**config.mk**
```make
export PLATFORM = sky130hd
export DESIGN_NAME = fb_read_arbiter
export DESIGN_NICKNAME = d
export VERILOG_FILES = /design/src/rtl/fb_read_arbiter.sv
export SDC_FILE = /design/constraint.sdc
export NUM_CORES = 1
export LEC_CHECK = 0
export CAP_MARGIN = 20
export CORE_AREA = 2 2 140 142
export CTS_CLUSTER_SIZE = 12
export DETAILED_ROUTE_END_ITERATION = 16
export DIE_AREA = 0 0 142 144
export GPL_TIMING_DRIVEN = 0
export MAX_ROUTING_LAYER = met4
export PLACE_DENSITY = 0.61
export SLEW_MARGIN = 20
export SYNTH_ARGS = -nofsm -noshare
export SYNTH_HDL_FRONTEND = slang
export SYNTH_SLANG_ARGS = --single-unit
```
**constraint.sdc**
```tcl
create_clock -name aclk -period 2 [get_ports aclk]
set_input_delay 0.2 -clock aclk [delete_from_list [all_inputs] [get_ports aclk]]
set_output_delay 0.2 -clock aclk [all_outputs]
set_load 0.1 [all_outputs]
```
**src/rtl/fb_read_arbiter.sv**
```systemverilog
// Two-port AXI3 read-channel arbiter for the framebuffer read master.
// Port 0 is the primary scanout surface, port 1 the overlay/cursor plane. AR requests are
// serialised round-robin (or port 0 fixed priority), tagged with the port index in ARID[5],
// and R beats are routed back combinationally by RID[5]. Outstanding bursts are capped per port.
module fb_read_arbiter #(
    parameter int unsigned MAX_OUT    = 4,
    parameter bit          FIXED_PRIO = 1'b0
) (
    input  logic        aclk,
    input  logic        aresetn,

    input  logic        s0_arvalid_i,
    output logic        s0_arready_o,
    input  logic [5:0]  s0_arid_i,
    input  logic [31:0] s0_araddr_i,
    input  logic [3:0]  s0_arlen_i,
    output logic        s0_rvalid_o,
    input  logic        s0_rready_i,
    output logic [63:0] s0_rdata_o,
    output logic [5:0]  s0_rid_o,
    output logic [1:0]  s0_rresp_o,
    output logic        s0_rlast_o,

    input  logic        s1_arvalid_i,
    output logic        s1_arready_o,
    input  logic [5:0]  s1_arid_i,
    input  logic [31:0] s1_araddr_i,
    input  logic [3:0]  s1_arlen_i,
    output logic        s1_rvalid_o,
    input  logic        s1_rready_i,
    output logic [63:0] s1_rdata_o,
    output logic [5:0]  s1_rid_o,
    output logic [1:0]  s1_rresp_o,
    output logic        s1_rlast_o,

    output logic        m_arvalid_o,
    input  logic        m_arready_i,
    output logic [5:0]  m_arid_o,
    output logic [31:0] m_araddr_o,
    output logic [3:0]  m_arlen_o,
    input  logic        m_rvalid_i,
    output logic        m_rready_o,
    input  logic [63:0] m_rdata_i,
    input  logic [5:0]  m_rid_i,
    input  logic [1:0]  m_rresp_i,
    input  logic        m_rlast_i
);

    localparam logic [3:0] MaxOut = 4'(MAX_OUT);

    typedef enum logic {StIdle, StIssue} state_e;

    state_e      state_q, state_d;
    logic        m_arvalid_q, m_arvalid_d;
    logic [5:0]  m_arid_q, m_arid_d;
    logic [31:0] m_araddr_q, m_araddr_d;
    logic [3:0]  m_arlen_q, m_arlen_d;
    logic        last_grant_q, last_grant_d;
    logic [3:0]  out_cnt_q [2];
    logic [3:0]  out_cnt_d [2];

    logic [1:0]  elig;
    logic        sel;
    logic        ar_hs;
    logic        r_done;

    // Requester ID bit 5 is overwritten by the port tag.
    logic        unused_arid_bits;
    assign unused_arid_bits = s0_arid_i[5] ^ s1_arid_i[5];

    // Eligibility and grant selection; depends only on state, counts, last_grant and arvalid.
    always_comb begin
        elig[0] = s0_arvalid_i && (out_cnt_q[0] < MaxOut);
        elig[1] = s1_arvalid_i && (out_cnt_q[1] < MaxOut);
        if (elig[0] && elig[1]) begin
            sel = FIXED_PRIO ? 1'b0 : ~last_grant_q;
        end else begin
            sel = elig[1];
        end
        // The selected port is always eligible, hence valid: ready implies handshake.
        ar_hs        = aresetn && (state_q == StIdle) && (elig != 2'b00);
        s0_arready_o = ar_hs && !sel;
        s1_arready_o = ar_hs && sel;
    end

    // AR FSM next state: capture the granted request, hold it until the master accepts.
    always_comb begin
        state_d      = state_q;
        m_arvalid_d  = m_arvalid_q;
        m_arid_d     = m_arid_q;
        m_araddr_d   = m_araddr_q;
        m_arlen_d    = m_arlen_q;
        last_grant_d = last_grant_q;
        unique case (state_q)
            StIdle: begin
                if (ar_hs) begin
                    state_d      = StIssue;
                    m_arvalid_d  = 1'b1;
                    last_grant_d = sel;
                    if (sel) begin
                        m_arid_d   = {1'b1, s1_arid_i[4:0]};
                        m_araddr_d = s1_araddr_i;
                        m_arlen_d  = s1_arlen_i;
                    end else begin
                        m_arid_d   = {1'b0, s0_arid_i[4:0]};
                        m_araddr_d = s0_araddr_i;
                        m_arlen_d  = s0_arlen_i;
                    end
                end
            end
            StIssue: begin
                if (m_arready_i) begin
                    state_d     = StIdle;
                    m_arvalid_d = 1'b0;
                end
            end
            default: state_d = StIdle;
        endcase
    end

    // Outstanding-burst counters: +1 on grant, -1 on last beat accepted, saturating at 0.
    always_comb begin
        r_done = m_rvalid_i && m_rready_o && m_rlast_i;
        for (int i = 0; i < 2; i++) begin
            logic inc;
            logic dec;
            inc = ar_hs && (sel == 1'(i));
            dec = r_done && (m_rid_i[5] == 1'(i)) && (out_cnt_q[i] != 4'd0);
            out_cnt_d[i] = out_cnt_q[i] + 4'(inc) - 4'(dec);
        end
    end

    // State register with synchronous active-low reset.
    always_ff @(posedge aclk) begin
        if (!aresetn) begin
            state_q      <= StIdle;
            m_arvalid_q  <= 1'b0;
            m_arid_q     <= 6'd0;
            m_araddr_q   <= 32'd0;
            m_arlen_q    <= 4'd0;
            last_grant_q <= 1'b1;
            out_cnt_q[0] <= 4'd0;
            out_cnt_q[1] <= 4'd0;
        end else begin
            state_q      <= state_d;
            m_arvalid_q  <= m_arvalid_d;
            m_arid_q     <= m_arid_d;
            m_araddr_q   <= m_araddr_d;
            m_arlen_q    <= m_arlen_d;
            last_grant_q <= last_grant_d;
            out_cnt_q[0] <= out_cnt_d[0];
            out_cnt_q[1] <= out_cnt_d[1];
        end
    end

    // R channel routing by RID[5]; data, response and last are broadcast.
    always_comb begin
        m_arvalid_o = m_arvalid_q;
        m_arid_o    = m_arid_q;
        m_araddr_o  = m_araddr_q;
        m_arlen_o   = m_arlen_q;
        s0_rvalid_o = m_rvalid_i && !m_rid_i[5];
        s1_rvalid_o = m_rvalid_i && m_rid_i[5];
        m_rready_o  = m_rid_i[5] ? s1_rready_i : s0_rready_i;
        s0_rdata_o  = m_rdata_i;
        s1_rdata_o  = m_rdata_i;
        s0_rid_o    = {1'b0, m_rid_i[4:0]};
        s1_rid_o    = {1'b0, m_rid_i[4:0]};
        s0_rresp_o  = m_rresp_i;
        s1_rresp_o  = m_rresp_i;
        s0_rlast_o  = m_rlast_i;
        s1_rlast_o  = m_rlast_i;
    end

endmodule

```
# Word-level counts from Yosys, hierarchy flattened
# Memory sizes are Yosys's and may differ from the RTL's.
# Index checks and enable logic that the tools add are counted.
# totals
in_bits	165
out_inout_bits	194
ram_bits	8
n_memories	1
ff_bits	45
# classes
muxes	15
reduce_logical	23
n_bitwise	6
n_lt_le_gt_ge	2
eq_ne	2
add_sub_neg	4
# memory_table
name	words	width	rd	rd_clocked_by_memory_dff	wr	line	text
out_cnt_q	2	4	2	0	2	59	logic [3:0] out_cnt_q [2];
# ops
op	n
two-way mux 32 bit	1
logical AND 1 bit	16
two-way mux 4 bit	3
adder 4 x 1 -> 4 bit	2
less-than comparator 4 x 3 -> 1 bit, second input constant	2
two-way mux 1 bit	8
nonzero test 4 bit	2
subtractor 4 x 1 -> 4 bit	2
two-way mux 6 bit	1
inequality test 2 bit, second input constant	2
inverter 1 bit	4
one-hot mux 1 bit (2 select lines)	2
AND reduction 2 bit	2
logical NOT 1 bit	2
OR 1 bit	2
nonzero test 2 bit	1

# Logic depth before layout (Yosys ltp)
# An unclocked memory read counts as a cell.
# depth
depth_word	10
depth_mapped	11
ltp_nobuf	11

# Worst setup path after synthesis
# No wires, ideal clock.
# synth_timing
kind	register to register
from	memory out_cnt_q[0][2]
to	memory out_cnt_q[0][1]
period_less_slack_ns	2.823
path_stages_with_launch	9
setup_time_ns	0.115
path_slack_ns	-0.823
arrival_ns	2.709
cell_sequence	dfxtp_1 -> inv_1 -> ha_1 -> and4b_2 -> clkbuf_1 -> and2_1 -> ha_1 -> fa_1 -> and2_1
# synth_rtl
element	line
start, declared	59

==> metrics.md <==
| Metric | Value |
|---|---|
| Number of global-route vias before repair | 3,488 |
| DR DRC count | 0 |
| Crit path capture type | flop |
| Vias per std cell | 3.96 |
| H-tree depth | 2 |
| Synth top area share | 31.3% |
| Worst VDD drop | 0.335 mV |
| Die ar. | 20,400 sq um |
| Outcome | finished with violations |
| Hold Crit Start | aresetn |
| Synth area leaders | buf_4, dfxtp_1, a221o_2 |
| Static Leak | 0.00345 uW |
| Starting Density | 18.5% |
| Die height | 144 um |
| Max_slew headroom | 33.8% |
| Core area | 19,100 sq um |
| Reg-to-reg critical path startpoint | out_cnt_q[0][6] |
| Top cell type by total area after synthesis | buf_4 |
| Seq/Total Area, Yosys | 30.1% |
| Total CTS buffers | 5 |
| Syn avg cell area | 9.55 sq um |
| CP startpoint kind | flop |
| Worst-margin pin slew | 991 ps |
| Clock slew at reported path FFs | 70 ps |
| # rows | 51 |
| GRT Overall Usage | 12.1% |
| Placer Congestion | 0.800 |
| Final ANT Viol Nets | 0 |
| Layout cell share with drive strength beyond 1 | 37.5% |
| Post-DP Area | 6740 sq um |
| Max Cap Violations | 0 |
| CTS tree | yes |
| Global-route wire length before repair | 18,500 um |
| RSZ-0062 raised after global routing | true |
| Critical Path Source | out_cnt_q[0][6] |
| Antenna Cells | 0 |
| Vias | 3,605 |
| Post-DP HPWL | 10,700 um |
| Period utilization | 108% |
| Final instance area | 7070 sq um |
| Synth Instances | 369 |
| Reg power frac | 19.8% |
| GRT overflow | 0 |
| Finish-stage setup viols | 4 |
| Final Max Slew Viols | 0 |
| Setup Skew | 5.28 ps |
| Clk pwr share | 11.7% |
| 1st-pass router iterations | 4 |
| Sw power | 4320 uW |
| Chip Width | 142 um |
| Synth unique cells | 32 |
| Ys Warns | 0 |
| Pin count of the biggest net entering global routing | 17 |
| Final min period | 2160 ps |
| P_int | 3330 uW |
| Min-delay worst type | input pin to flop |
| DR iter-0 viols | 100 |
| # IOs | 359 |
| Antenna violations before repair | 0 |
| Clock buffer depth | 2 |
| Pwr Total | 7640 uW |
| Synth-to-Final Area Change | 101% |
| Failing checks | setup timing |
| Cell Pwr Density | 1080 nW/um^2 |
| Worst-Skew Late Latency | 300 ps |
| Port bufs | 283 |
| Wire per inst | 14.4 um |
| PnR worst setup slack | -161 ps |
| # fillers | 1,936 |
| Sw frac | 56.5% |
| Crit Path Max Fanout | 2 |
| CTS Sinks | 53 |
| Final wirelength | 13,100 um |
| Critical path type | flop to flop |
| WP data arrival | 2360 ps |
| Post-Syn Area | 3520 sq um |
| Final nets | 848 |
| Gate power share | 68.5% |
| Seq cells post-synth | 53 |
| Fin. Hold Viols | 0 |
| Critical Path RT | 2200 ps |
| Root buf cell | clkbuf_16 |
| Post-route setup TNS | -341 ps |
| Achievable frequency | 0.463 GHz |
[cell type report]
type | instances | area [sq um] | area share (%)
Clock buffer | 6 | 129 | 1.82
Buffer | 164 | 1270 | 17.9
Clock inverter | 2 | 15.0 | 0.212
Timing Repair Buffer | 294 | 2940 | 41.6
Multi-Input combinational cell | 139 | 1300 | 18.4
Sequential cell | 53 | 1070 | 15.1
Inverter | 14 | 52.6 | 0.743
Tap cell | 238 | 298 | 4.21
[worst max-delay path, stage by stage, from the launching register on]
cell and delay [ps]:
dfxtp_2 330, inv_2 40, ha_4 150, and3_4 150, nor4b_4 250, ha_2 310
inv_2 60, ha_4 120, inv_2 30, fa_2 340, xnor2_1 120, and2_1 140
[through the flow]
| step | setup WS [ps] | std cells | util [%] | hold WS, ps |
|---|---|---|---|---|
| global placement | -1210 | 891 | 35.3 | 434 |
| global route | -245 | 910 | 37.1 | 310 |
| finish | -161 | 910 | 37.1 | 312 |
| CTS | -209 | 907 | 36.5 | 458 |
| detailed placement | -1220 | 891 | 35.3 | 446 |
| floorplan | -203 | 370 | - | 294 |
[power by group through the flow]
| stage | clock network, uW | registers [uW] | logic (uW) |
|---|---|---|---|
| floorplan | 0 | 3240 | 2300 |
| global placement | 0 | 1540 | 5200 |
| detailed placement | 0 | 1540 | 5230 |
| CTS | 936 | 1520 | 5250 |
| global route | 973 | 1550 | 5430 |
| finish | 891 | 1510 | 5240 |
[final timing paths]
check                                  endpoint  slack (ps)  cells past startpoint
worst min-delay path                    state_q         310                      3
worst max register to register  out_cnt_q[0][6]        -160                     11
worst max-delay path            out_cnt_q[0][6]        -160                     11
worst min register to register      m_arid_o[5]         460                      1
[synth_stat cells (all sizes together)]
| cell type | n |
|---|---|
| nor4b | 1 |
| a21o | 3 |
| xor2 | 1 |
| o21ai | 3 |
| a21oi | 2 |
| buf | 155 |
| o22ai | 1 |
| conb | 1 |
| nand3 | 1 |
| nand3b | 2 |
| inv | 14 |
| a221o | 41 |
| nor2b | 2 |
| or2b | 2 |
| and4b | 1 |
| ha | 10 |
| fa | 2 |
| nand2b | 1 |
| dfxtp | 53 |
| o21a | 1 |
| a2111oi | 1 |
| and2 | 7 |
| clkbuf | 9 |
| a311oi | 1 |
| xnor2 | 1 |
| a22oi | 1 |
| nand2 | 7 |
| nor2 | 1 |
| mux2i | 2 |
| and3 | 42 |
[layer usage]
metal | vias to the layer above | part of all wire [%] | GRT usage [%]
met5 | - | 0 | -
met4 | 0 | 1.2 | 3.21
met3 | 9 | 7.8 | 3.21
met2 | 198 | 53 | 22.3
met1 | 1659 | 38 | 12.8
li1 | 1739 | - | -
[cells by family after synthesis]
| kind of cell | count (synthesis) | share of synthesized area (%) |
|---|---|---|
| AO/OA/AOI/OAI | 54 | 16.0 |
| buffers and inverters | 178 | 36.3 |
| XOR/XNOR | 2 | 0.497 |
| flip-flops | 53 | 30.1 |
| AND/OR/NAND/NOR | 67 | 11.7 |
| other | 1 | 0.106 |
| multiplexers | 2 | 0.568 |
| adder cells (fa/ha/maj) | 12 | 4.69 |
[timing repair]
item,CTS,global route
gates resized for setup,63,39
setup endpoints to repair,41,53
buffers inserted,8,3
pin swaps,6,7
gates cloned,0,0
hold buffers,0,0
[flip-flops by register name (all words and copies together), names as in the netlist]
signal,flops
m_arid_o,6
m_arvalid_o,1
last_grant_q,1
m_arlen_o,4
m_araddr_o,32
out_cnt_q,8
state_q,1
[placed cells by master (no fill, tap or decap), types with 2 or more instances in the layout]
| master | Yosys | final |
|---|---|---|
| a21o_1 | 3 | 3 |
| a21oi_2 | 0 | 2 |
| a221o_2 | 40 | 40 |
| and2_1 | 7 | 6 |
| and3_1 | 42 | 41 |
| buf_12 | 0 | 2 |
| buf_4 | 147 | 160 |
| buf_6 | 8 | 9 |
| clkbuf_1 | 9 | 5 |
| clkbuf_16 | 0 | 5 |
| clkbuf_8 | 0 | 2 |
| clkdlybuf4s15_2 | 0 | 2 |
| clkdlybuf4s50_1 | 0 | 233 |
| clkinvlp_4 | 0 | 2 |
| conb_1 | 1 | 2 |
| dfxtp_1 | 53 | 48 |
| dfxtp_2 | 0 | 5 |
| dlygate4sd2_1 | 0 | 29 |
| dlymetal6s2s_1 | 0 | 17 |
| fa_2 | 0 | 2 |
| ha_1 | 10 | 4 |
| ha_4 | 0 | 5 |
| inv_1 | 14 | 8 |
| inv_2 | 0 | 6 |
| mux2i_1 | 2 | 2 |
| nand2_1 | 7 | 5 |
| nand2_2 | 0 | 2 |
| nand3b_1 | 2 | 2 |
| nor2b_1 | 2 | 2 |
| o21ai_0 | 3 | 2 |
| or2b_1 | 2 | 2 |
(Power assumes the default switching activity.)
